--- config.mk ---
export PLATFORM = sky130hd
export DESIGN_NAME = inst_decode_stage
export DESIGN_NICKNAME = d
export VERILOG_FILES = /design/src/rtl/inst_decode_stage.sv
export SDC_FILE = /design/constraint.sdc
export NUM_CORES = 1
export LEC_CHECK = 0
export ABC_AREA = 1
export BUFFER_PORTS_ARGS = -buffer_cell sky130_fd_sc_hd__buf_2
export CORE_AREA = 2 2 144 146
export DETAILED_ROUTE_END_ITERATION = 10
export DIE_AREA = 0 0 146 148
export PLACE_DENSITY = 0.65
export SYNTH_ARGS = -nofsm -noshare
export SYNTH_HDL_FRONTEND = slang
export SYNTH_SLANG_ARGS = --single-unit
--- constraint.sdc ---
create_clock -name clk -period 6.55 [get_ports clk]
set_input_delay 0.3275 -clock clk [delete_from_list [all_inputs] [get_ports clk]]
set_output_delay 0.3275 -clock clk [all_outputs]
set_load 0.005 [all_outputs]
--- src/rtl/inst_decode_stage.sv ---
// Instruction decode stage for the RV32I/RV64I base integer set.
// Holds one instruction in an input register and uses valid/ready handshakes
// on the fetch and execute sides. Source operands are taken from the youngest
// matching forwarding source, or from the register file if none matches.
// The stage interlocks on results that are not yet computed.
// A flush from the execute-stage redirect discards the held instruction.
module inst_decode_stage #(
    parameter int XLEN    = 32,
    parameter int NUM_FWD = 2
) (
    input  logic                    clk,
    input  logic                    rst,
    input  logic                    flush,
    input  logic                    in_valid,
    output logic                    in_ready,
    input  logic [XLEN-1:0]         in_pc,
    input  logic [31:0]             in_inst,
    output logic [4:0]              rs1_num,
    output logic [4:0]              rs2_num,
    input  logic [XLEN-1:0]         rs1_rf,
    input  logic [XLEN-1:0]         rs2_rf,
    input  logic [NUM_FWD-1:0]      fwd_valid,
    input  logic [NUM_FWD-1:0]      fwd_busy,
    input  logic [5*NUM_FWD-1:0]    fwd_rd,
    input  logic [XLEN*NUM_FWD-1:0] fwd_data,
    output logic                    out_valid,
    input  logic                    out_ready,
    output logic [XLEN-1:0]         out_pc,
    output logic [4:0]              out_rd,
    output logic                    out_rd_we,
    output logic [XLEN-1:0]         out_src1,
    output logic [XLEN-1:0]         out_src2,
    output logic [XLEN-1:0]         out_imm,
    output logic [3:0]              out_alu_op,
    output logic [2:0]              out_kind,
    output logic [2:0]              out_funct3,
    output logic                    out_illegal
);

    typedef enum logic [3:0] {
        ALU_ADD   = 4'd0,
        ALU_SUB   = 4'd1,
        ALU_SLL   = 4'd2,
        ALU_SLT   = 4'd3,
        ALU_SLTU  = 4'd4,
        ALU_XOR   = 4'd5,
        ALU_SRL   = 4'd6,
        ALU_SRA   = 4'd7,
        ALU_OR    = 4'd8,
        ALU_AND   = 4'd9,
        ALU_PASSB = 4'd10
    } alu_op_e;

    typedef enum logic [2:0] {
        KIND_ALU    = 3'd0,
        KIND_LOAD   = 3'd1,
        KIND_STORE  = 3'd2,
        KIND_BRANCH = 3'd3,
        KIND_JAL    = 3'd4,
        KIND_JALR   = 3'd5,
        KIND_LUI    = 3'd6,
        KIND_AUIPC  = 3'd7
    } kind_e;

    localparam logic [6:0] OPC_LUI    = 7'b0110111;
    localparam logic [6:0] OPC_AUIPC  = 7'b0010111;
    localparam logic [6:0] OPC_JAL    = 7'b1101111;
    localparam logic [6:0] OPC_JALR   = 7'b1100111;
    localparam logic [6:0] OPC_BRANCH = 7'b1100011;
    localparam logic [6:0] OPC_LOAD   = 7'b0000011;
    localparam logic [6:0] OPC_STORE  = 7'b0100011;
    localparam logic [6:0] OPC_OP_IMM = 7'b0010011;
    localparam logic [6:0] OPC_OP     = 7'b0110011;

    localparam bit IS_RV64 = (XLEN == 64);

    // Sign-extend a 32-bit immediate to the operand width.
    function automatic logic [XLEN-1:0] sext32(input logic [31:0] v);
        return XLEN'($signed(v));
    endfunction

    // ALU operation selected by funct3 alone (the funct7 = 0x00 encodings).
    function automatic alu_op_e base_alu(input logic [2:0] f3);
        case (f3)
            3'b000:  return ALU_ADD;
            3'b001:  return ALU_SLL;
            3'b010:  return ALU_SLT;
            3'b011:  return ALU_SLTU;
            3'b100:  return ALU_XOR;
            3'b101:  return ALU_SRL;
            3'b110:  return ALU_OR;
            default: return ALU_AND;
        endcase
    endfunction

    logic            held_valid;
    logic [XLEN-1:0] held_pc;
    logic [31:0]     held_inst;
    logic            accept;
    logic            retire;
    logic            hazard;

    logic [6:0] opcode;
    logic [4:0] rd;
    logic [2:0] funct3;
    logic [6:0] funct7;

    assign opcode  = held_inst[6:0];
    assign rd      = held_inst[11:7];
    assign funct3  = held_inst[14:12];
    assign funct7  = held_inst[31:25];
    assign rs1_num = held_inst[19:15];
    assign rs2_num = held_inst[24:20];

    // Format immediates, all sign-extended from inst[31].
    logic [XLEN-1:0] imm_i, imm_s, imm_b, imm_u, imm_j, shamt;

    assign imm_i = sext32({{20{held_inst[31]}}, held_inst[31:20]});
    assign imm_s = sext32({{20{held_inst[31]}}, held_inst[31:25], held_inst[11:7]});
    assign imm_b = sext32({{19{held_inst[31]}}, held_inst[31], held_inst[7],
                           held_inst[30:25], held_inst[11:8], 1'b0});
    assign imm_u = sext32({held_inst[31:12], 12'b0});
    assign imm_j = sext32({{11{held_inst[31]}}, held_inst[31], held_inst[19:12],
                           held_inst[20], held_inst[30:21], 1'b0});

    // RV64 widens shamt into inst[25], leaving six funct bits above it.
    logic shift_hi_zero;
    logic shift_hi_sra;

    assign shamt         = IS_RV64 ? XLEN'(held_inst[25:20]) : XLEN'(held_inst[24:20]);
    assign shift_hi_zero = IS_RV64 ? (held_inst[31:26] == 6'b000000) : (funct7 == 7'h00);
    assign shift_hi_sra  = IS_RV64 ? (held_inst[31:26] == 6'b010000) : (funct7 == 7'h20);

    kind_e           kind;
    alu_op_e         alu_op;
    logic [XLEN-1:0] imm;
    logic            illegal;
    logic            writes_rd;
    logic            src2_is_imm;

    // Decode opcode/funct fields into kind, ALU op, immediate and legality.
    always_comb begin
        // NOTE: every output of this block gets a default first, so no path
        // through the case statement can leave a variable unassigned (latch).
        kind        = KIND_ALU;
        alu_op      = ALU_ADD;
        imm         = '0;
        illegal     = 1'b0;
        writes_rd   = 1'b1;
        src2_is_imm = 1'b0;

        unique case (opcode)
            OPC_OP: begin
                if (funct7 == 7'h00)                         alu_op = base_alu(funct3);
                else if (funct7 == 7'h20 && funct3 == 3'b000) alu_op = ALU_SUB;
                else if (funct7 == 7'h20 && funct3 == 3'b101) alu_op = ALU_SRA;
                else                                          illegal = 1'b1;
            end
            OPC_OP_IMM: begin
                src2_is_imm = 1'b1;
                if (funct3 == 3'b001) begin
                    imm     = shamt;
                    alu_op  = ALU_SLL;
                    illegal = !shift_hi_zero;
                end else if (funct3 == 3'b101) begin
                    imm = shamt;
                    if (shift_hi_zero)     alu_op  = ALU_SRL;
                    else if (shift_hi_sra) alu_op  = ALU_SRA;
                    else                   illegal = 1'b1;
                end else begin
                    // funct3 = 000 is always ADDI; there is no immediate subtract.
                    imm    = imm_i;
                    alu_op = base_alu(funct3);
                end
            end
            OPC_LOAD: begin
                kind = KIND_LOAD;
                imm  = imm_i;
                case (funct3)
                    3'b000, 3'b001, 3'b010, 3'b100, 3'b101: illegal = 1'b0;
                    3'b011, 3'b110:                         illegal = !IS_RV64;
                    default:                                illegal = 1'b1;
                endcase
            end
            OPC_STORE: begin
                kind      = KIND_STORE;
                imm       = imm_s;
                writes_rd = 1'b0;
                case (funct3)
                    3'b000, 3'b001, 3'b010: illegal = 1'b0;
                    3'b011:                 illegal = !IS_RV64;
                    default:                illegal = 1'b1;
                endcase
            end
            OPC_BRANCH: begin
                kind      = KIND_BRANCH;
                imm       = imm_b;
                writes_rd = 1'b0;
                case (funct3)
                    3'b000, 3'b001: alu_op  = ALU_SUB;
                    3'b100, 3'b101: alu_op  = ALU_SLT;
                    3'b110, 3'b111: alu_op  = ALU_SLTU;
                    default:        illegal = 1'b1;
                endcase
            end
            OPC_LUI: begin
                kind        = KIND_LUI;
                imm         = imm_u;
                alu_op      = ALU_PASSB;
                src2_is_imm = 1'b1;
            end
            OPC_AUIPC: begin
                kind = KIND_AUIPC;
                imm  = imm_u;
            end
            OPC_JAL: begin
                kind = KIND_JAL;
                imm  = imm_j;
            end
            OPC_JALR: begin
                kind    = KIND_JALR;
                imm     = imm_i;
                illegal = (funct3 != 3'b000);
            end
            default: illegal = 1'b1;
        endcase

        // Illegal instructions still flow to EX as a harmless ALU op so it can trap.
        if (illegal) begin
            kind      = KIND_ALU;
            alu_op    = ALU_ADD;
            writes_rd = 1'b0;
            imm       = '0;
        end
    end

    logic uses_rs1;
    logic uses_rs2;

    assign uses_rs1 = !(opcode == OPC_LUI || opcode == OPC_AUIPC || opcode == OPC_JAL);
    assign uses_rs2 = (opcode == OPC_OP) || (opcode == OPC_STORE) || (opcode == OPC_BRANCH);

    logic            rs1_hit, rs1_busy, rs2_hit, rs2_busy;
    logic [XLEN-1:0] rs1_fwd, rs2_fwd;

    // Find the youngest forwarding source per operand; scanning from the oldest
    // down lets the lowest matching index overwrite any older match.
    always_comb begin
        rs1_hit  = 1'b0;
        rs1_busy = 1'b0;
        rs1_fwd  = '0;
        rs2_hit  = 1'b0;
        rs2_busy = 1'b0;
        rs2_fwd  = '0;
        for (int i = NUM_FWD - 1; i >= 0; i--) begin
            if (fwd_valid[i] && (fwd_rd[i*5 +: 5] == rs1_num)) begin
                rs1_hit  = 1'b1;
                rs1_busy = fwd_busy[i];
                rs1_fwd  = fwd_data[i*XLEN +: XLEN];
            end
            if (fwd_valid[i] && (fwd_rd[i*5 +: 5] == rs2_num)) begin
                rs2_hit  = 1'b1;
                rs2_busy = fwd_busy[i];
                rs2_fwd  = fwd_data[i*XLEN +: XLEN];
            end
        end
    end

    logic [XLEN-1:0] rs1_val;
    logic [XLEN-1:0] rs2_val;

    assign rs1_val = (rs1_num == 5'd0) ? '0 : (rs1_hit ? rs1_fwd : rs1_rf);
    assign rs2_val = (rs2_num == 5'd0) ? '0 : (rs2_hit ? rs2_fwd : rs2_rf);

    // A used operand whose youngest producer has not computed its result stalls.
    assign hazard = (uses_rs1 && rs1_num != 5'd0 && rs1_hit && rs1_busy)
                 || (uses_rs2 && rs2_num != 5'd0 && rs2_hit && rs2_busy);

    assign out_valid = held_valid && !hazard;
    assign retire    = out_valid && out_ready;
    assign in_ready  = !flush && (!held_valid || retire);
    assign accept    = in_valid && in_ready;

    assign out_pc      = held_pc;
    assign out_rd      = rd;
    assign out_rd_we   = writes_rd && (rd != 5'd0);
    assign out_src1    = rs1_val;
    assign out_src2    = src2_is_imm ? imm : rs2_val;
    assign out_imm     = imm;
    assign out_alu_op  = alu_op;
    assign out_kind    = kind;
    assign out_funct3  = funct3;
    assign out_illegal = illegal;

    // Occupancy of the one-entry instruction register; flush beats everything.
    always_ff @(posedge clk or negedge rst) begin
        // NOTE: registers are written with non-blocking assignments so all
        // state updates at an edge see the values from before that edge.
        if (!rst) begin
            held_valid <= 1'b0;
        end else if (flush) begin
            held_valid <= 1'b0;
        end else if (accept) begin
            held_valid <= 1'b1;
        end else if (retire) begin
            held_valid <= 1'b0;
        end
    end

    // Capture the offered PC and instruction word on accept.
    always_ff @(posedge clk) begin
        // NOTE: the payload is deliberately left out of reset; held_valid
        // alone decides whether these bits mean anything.
        if (accept) begin
            held_pc   <= in_pc;
            held_inst <= in_inst;
        end
    end

endmodule

==> flow_results.org <==
** Worst setup path
- Worst setup EP type :: flop
- Of all nets on the critical path, the largest fanout is 44.
- Type of the worst setup path :: reg -> reg
- At the worst endpoint, the required time is 6560 ps.
- Across all register-to-register paths, the minimum setup slack is 2700 ps.
- Critical path launch point type :: flop
- Arrival time of the worst setup path :: 3850 ps

** Job
- Max Cap Violations :: 0

** Clock network
- CTS clock-pin slew for the worst setup and hold paths :: 60 ps
- After clock tree synthesis, the setup repair step added 0 buffers.
- For this design, the sink count on the clock tree is 65.
- The clock passes through at most 2 buffers.
- Num CTS Buffers :: 9
- The later pin in the worst-skew pair is clocked with a latency of 330 ps.
- In this run the number of H-tree levels came out at 3.
- Root buf cell :: sky130_fd_sc_hd__clkbuf_16
- TritonCTS built the clock tree.

** Synth
- Post-synthesis area per instance :: 7.079 µm²
- Synthesis inferred 65 register bits.
- Share of flip-flops with an asynchronous set or reset after synthesis :: 1.538%
- After technology mapping, the gate count stands at 791.
- The synthesized netlist contains 35 unique library cells.
- Most common library cells after synthesis :: sky130_fd_sc_hd__nand2_1, sky130_fd_sc_hd__inv_1, sky130_fd_sc_hd__nor2_1, sky130_fd_sc_hd__o21ai_0, sky130_fd_sc_hd__edfxtp_1
- The most used flip-flop cell after synthesis is sky130_fd_sc_hd__edfxtp_1.
- Area share of the leading cell type in the synthesized netlist :: 34.32%
- Count of warnings emitted by yosys :: 0
- Largest area contributor in the netlist :: sky130_fd_sc_hd__edfxtp_1
- The number of nets in the synthesized netlist is 1002.
- The share of the Yosys chip area taken by registers is 34.77%.
- By area the synthesized netlist is led by sky130_fd_sc_hd__edfxtp_1, sky130_fd_sc_hd__nand2_1, sky130_fd_sc_hd__o211ai_1, sky130_fd_sc_hd__inv_1, sky130_fd_sc_hd__o21ai_0.
- Leading cell type by number of instances after synthesis :: sky130_fd_sc_hd__nand2_1
- Cell Area, Synth :: 0.005599 mm²
- Post-synth EDFFs :: 64

** Run status
- Outcome :: finished, final reports clean

** Routing
- Summed over all layers, the routed wires come to 25100 µm.
- Dividing the detail-routed wire length by the instance count gives 18.15 µm.
- The detailed router placed 6890 vias in this run.
- After detailed routing, the number of remaining DRC violations is 0.
- Vias per Instance :: 4.982
- Number of search-and-repair iterations in the first detailed-routing pass :: 5
- The detail route stage leaves a number of antenna-violating nets equal to 0.
- DRT iter0 DRCs :: 398

** STA
- Min Tclk post-route :: 3846 ps
- Setup-failing EPs final :: 0
- The count of endpoints failing hold in the final timing report was 0.
- Final total negative setup slack :: 0 ps
- Clock skew on the completed layout was measured at 9.560 ps.
- Setup repair after global routing left no endpoint under its margin.
- Of the available clock period, the critical path in the final layout requires 58.71%.
- The number of pins with negative max-slew slack in the final report was 0.
- At the pin with the least slew margin, the transition time is 1156 ps.
- For this run, the top clock speed supported by timing is 260.0 MHz.
- Headroom to the max-slew limit came out at 22.72%.

** Placement
- Number of port buffers :: 367
- RePlAce Congestion :: 0.9467
- The wire-length estimate of the detail-placed layout is 20650 µm.
- Counting tap cells, the placed design contains a total of 1365 instances.
- Dpl cell area :: 0.007456 mm²

** GRT
- Initial antenna violation count :: 2
- Vias in the first global route :: 6524
- After global routing the overflow that remains totals 0.
- First-pass GRT wire length :: 37000 µm
- Largest net degree at the start of global routing :: 67
- GRT Overall Usage :: 22.08%

** Floorplan
- For this design the top-level I/O count stands at 368.
- The floorplan has 52 rows.
- Measured along the y axis, the die boundary spans 148 µm.
- Core Box Area :: 0.02004 mm²
- Once the floorplan was initialized, standard cells occupied 27.94% of the core.
- Die Width :: 146 µm
- Die ar. :: 0.02161 mm²

** Power
- VDD IR-drop max :: 0.2123 mV
- Leakage power :: 3.761 nW
- Power density cells :: 153.4 mW/mm²

** Finish
- Fill cells in the final layout number 2199.
- Final Instance Area :: 0.007751 mm²
- Area delta synth->final :: 38.44%
- Number of nets in the finished design :: 1318
- Number of non-filler instances in the completed layout :: 1383
- The post-route netlist has 38.94% of its cells at a drive strength greater than 1.

** Min path
- In this run the worst hold path is classified as in -> reg.
## kinds of logic (layout without fill, tap and decap cells)
logic type	Yosys count	count (layout)	synth area share [%]
compound gates	205	205	24.29
simple gates	334	334	26.23
buf+inv	187	508	14.70
other cells	0	1	0
flops	65	65	34.77
## layer usage
metal  part of all wire [%]  GRT usage (%)  up-vias
li1                       -              -     3344
met1                     41          27.90     3136
met2                     48          37.59      365
met3                    7.9          5.031       43
met4                    2.6          6.893        2
met5                  0.052              0        -
## power breakdown
group / total (mW) / internal [mW] / switching (mW)
Clock: 0.443 / 0.261 / 0.181
Combinational: 0.256 / 0.114 / 0.142
Sequential: 0.490 / 0.479 / 0.0114
Total: 1.19 / 0.854 / 0.335
## what timing repair did
action	CTS	global route
hold endpoints to repair	1	0
hold buffers	1	0
gates resized for setup	0	0
## layout by cell type (no fill, tap or decap), types with 10 or more instances in the layout
cell,netlist,layout
sky130_fd_sc_hd__a21oi_1,17,17
sky130_fd_sc_hd__a311oi_1,31,31
sky130_fd_sc_hd__nor2_1,82,80
sky130_fd_sc_hd__nand4_1,36,36
sky130_fd_sc_hd__a21oi_2,10,10
sky130_fd_sc_hd__nand3_1,23,22
sky130_fd_sc_hd__o211ai_1,57,57
sky130_fd_sc_hd__nor3_1,12,12
sky130_fd_sc_hd__nand2_1,165,164
sky130_fd_sc_hd__inv_1,104,104
sky130_fd_sc_hd__edfxtp_1,64,64
sky130_fd_sc_hd__buf_2,16,367
sky130_fd_sc_hd__o21ai_0,74,74
sky130_fd_sc_hd__inv_2,14,14
## area by class of cell
| type | instances | area (µm²) | share of cell area (%) |
|---|---|---|---|
| Antenna cell | 1 | 2.502 | 0.03228 |
| Clock buffer | 9 | 225.2 | 2.906 |
| Clock inverter | 7 | 57.56 | 0.7425 |
| Inverter | 119 | 446.7 | 5.763 |
| Multi-Input combinational cell | 539 | 2850 | 36.77 |
| Sequential cell | 65 | 1947 | 25.12 |
| Tap cell | 270 | 337.8 | 4.358 |
| Timing Repair Buffer | 373 | 1884 | 24.31 |
## flip-flops by register name (all words and copies together) (netlist names)
register and count:
held_valid 1, held_inst 32, out_pc 32
## critical path: stages, from the launching register on
cell and delay (ps):
sky130_fd_sc_hd__edfxtp_1 470, sky130_fd_sc_hd__nor3_1 170, sky130_fd_sc_hd__nand3_1 840, sky130_fd_sc_hd__nand2_1 300, sky130_fd_sc_hd__nor2_1 80, sky130_fd_sc_hd__nand2_1 70
sky130_fd_sc_hd__nand3_1 70, sky130_fd_sc_hd__nand2_1 80, sky130_fd_sc_hd__nand2_1 100, sky130_fd_sc_hd__nor2_4 870, sky130_fd_sc_hd__buf_4 430
## stage by stage
step,hold slack (ps),util (%),power (mW),setup WS (ps)
finish,169.5,38.68,1.189,2704
global route,151.2,38.67,1.246,2258
CTS,152.8,38.67,1.202,2682
detailed placement,105.6,37.21,0.7533,2671
global placement,109.8,37.21,0.7531,2740
floorplan,31.91,-,0.6133,1926
## path summary, 6_finish.rpt
check / to / start / depth (start not counted)
worst min-delay path: out_pc[19] / in_pc[19] / 1
worst max register to register: held_inst[4] / held_inst[15] / 10
worst max-delay path: held_inst[4] / held_inst[15] / 10
worst min register to register: held_valid / held_valid / 2
min in group asynchronous: held_valid / rst / 2
max in group asynchronous: held_valid / rst / 2
No activity file was read; power rests on OpenSTA's default activity.
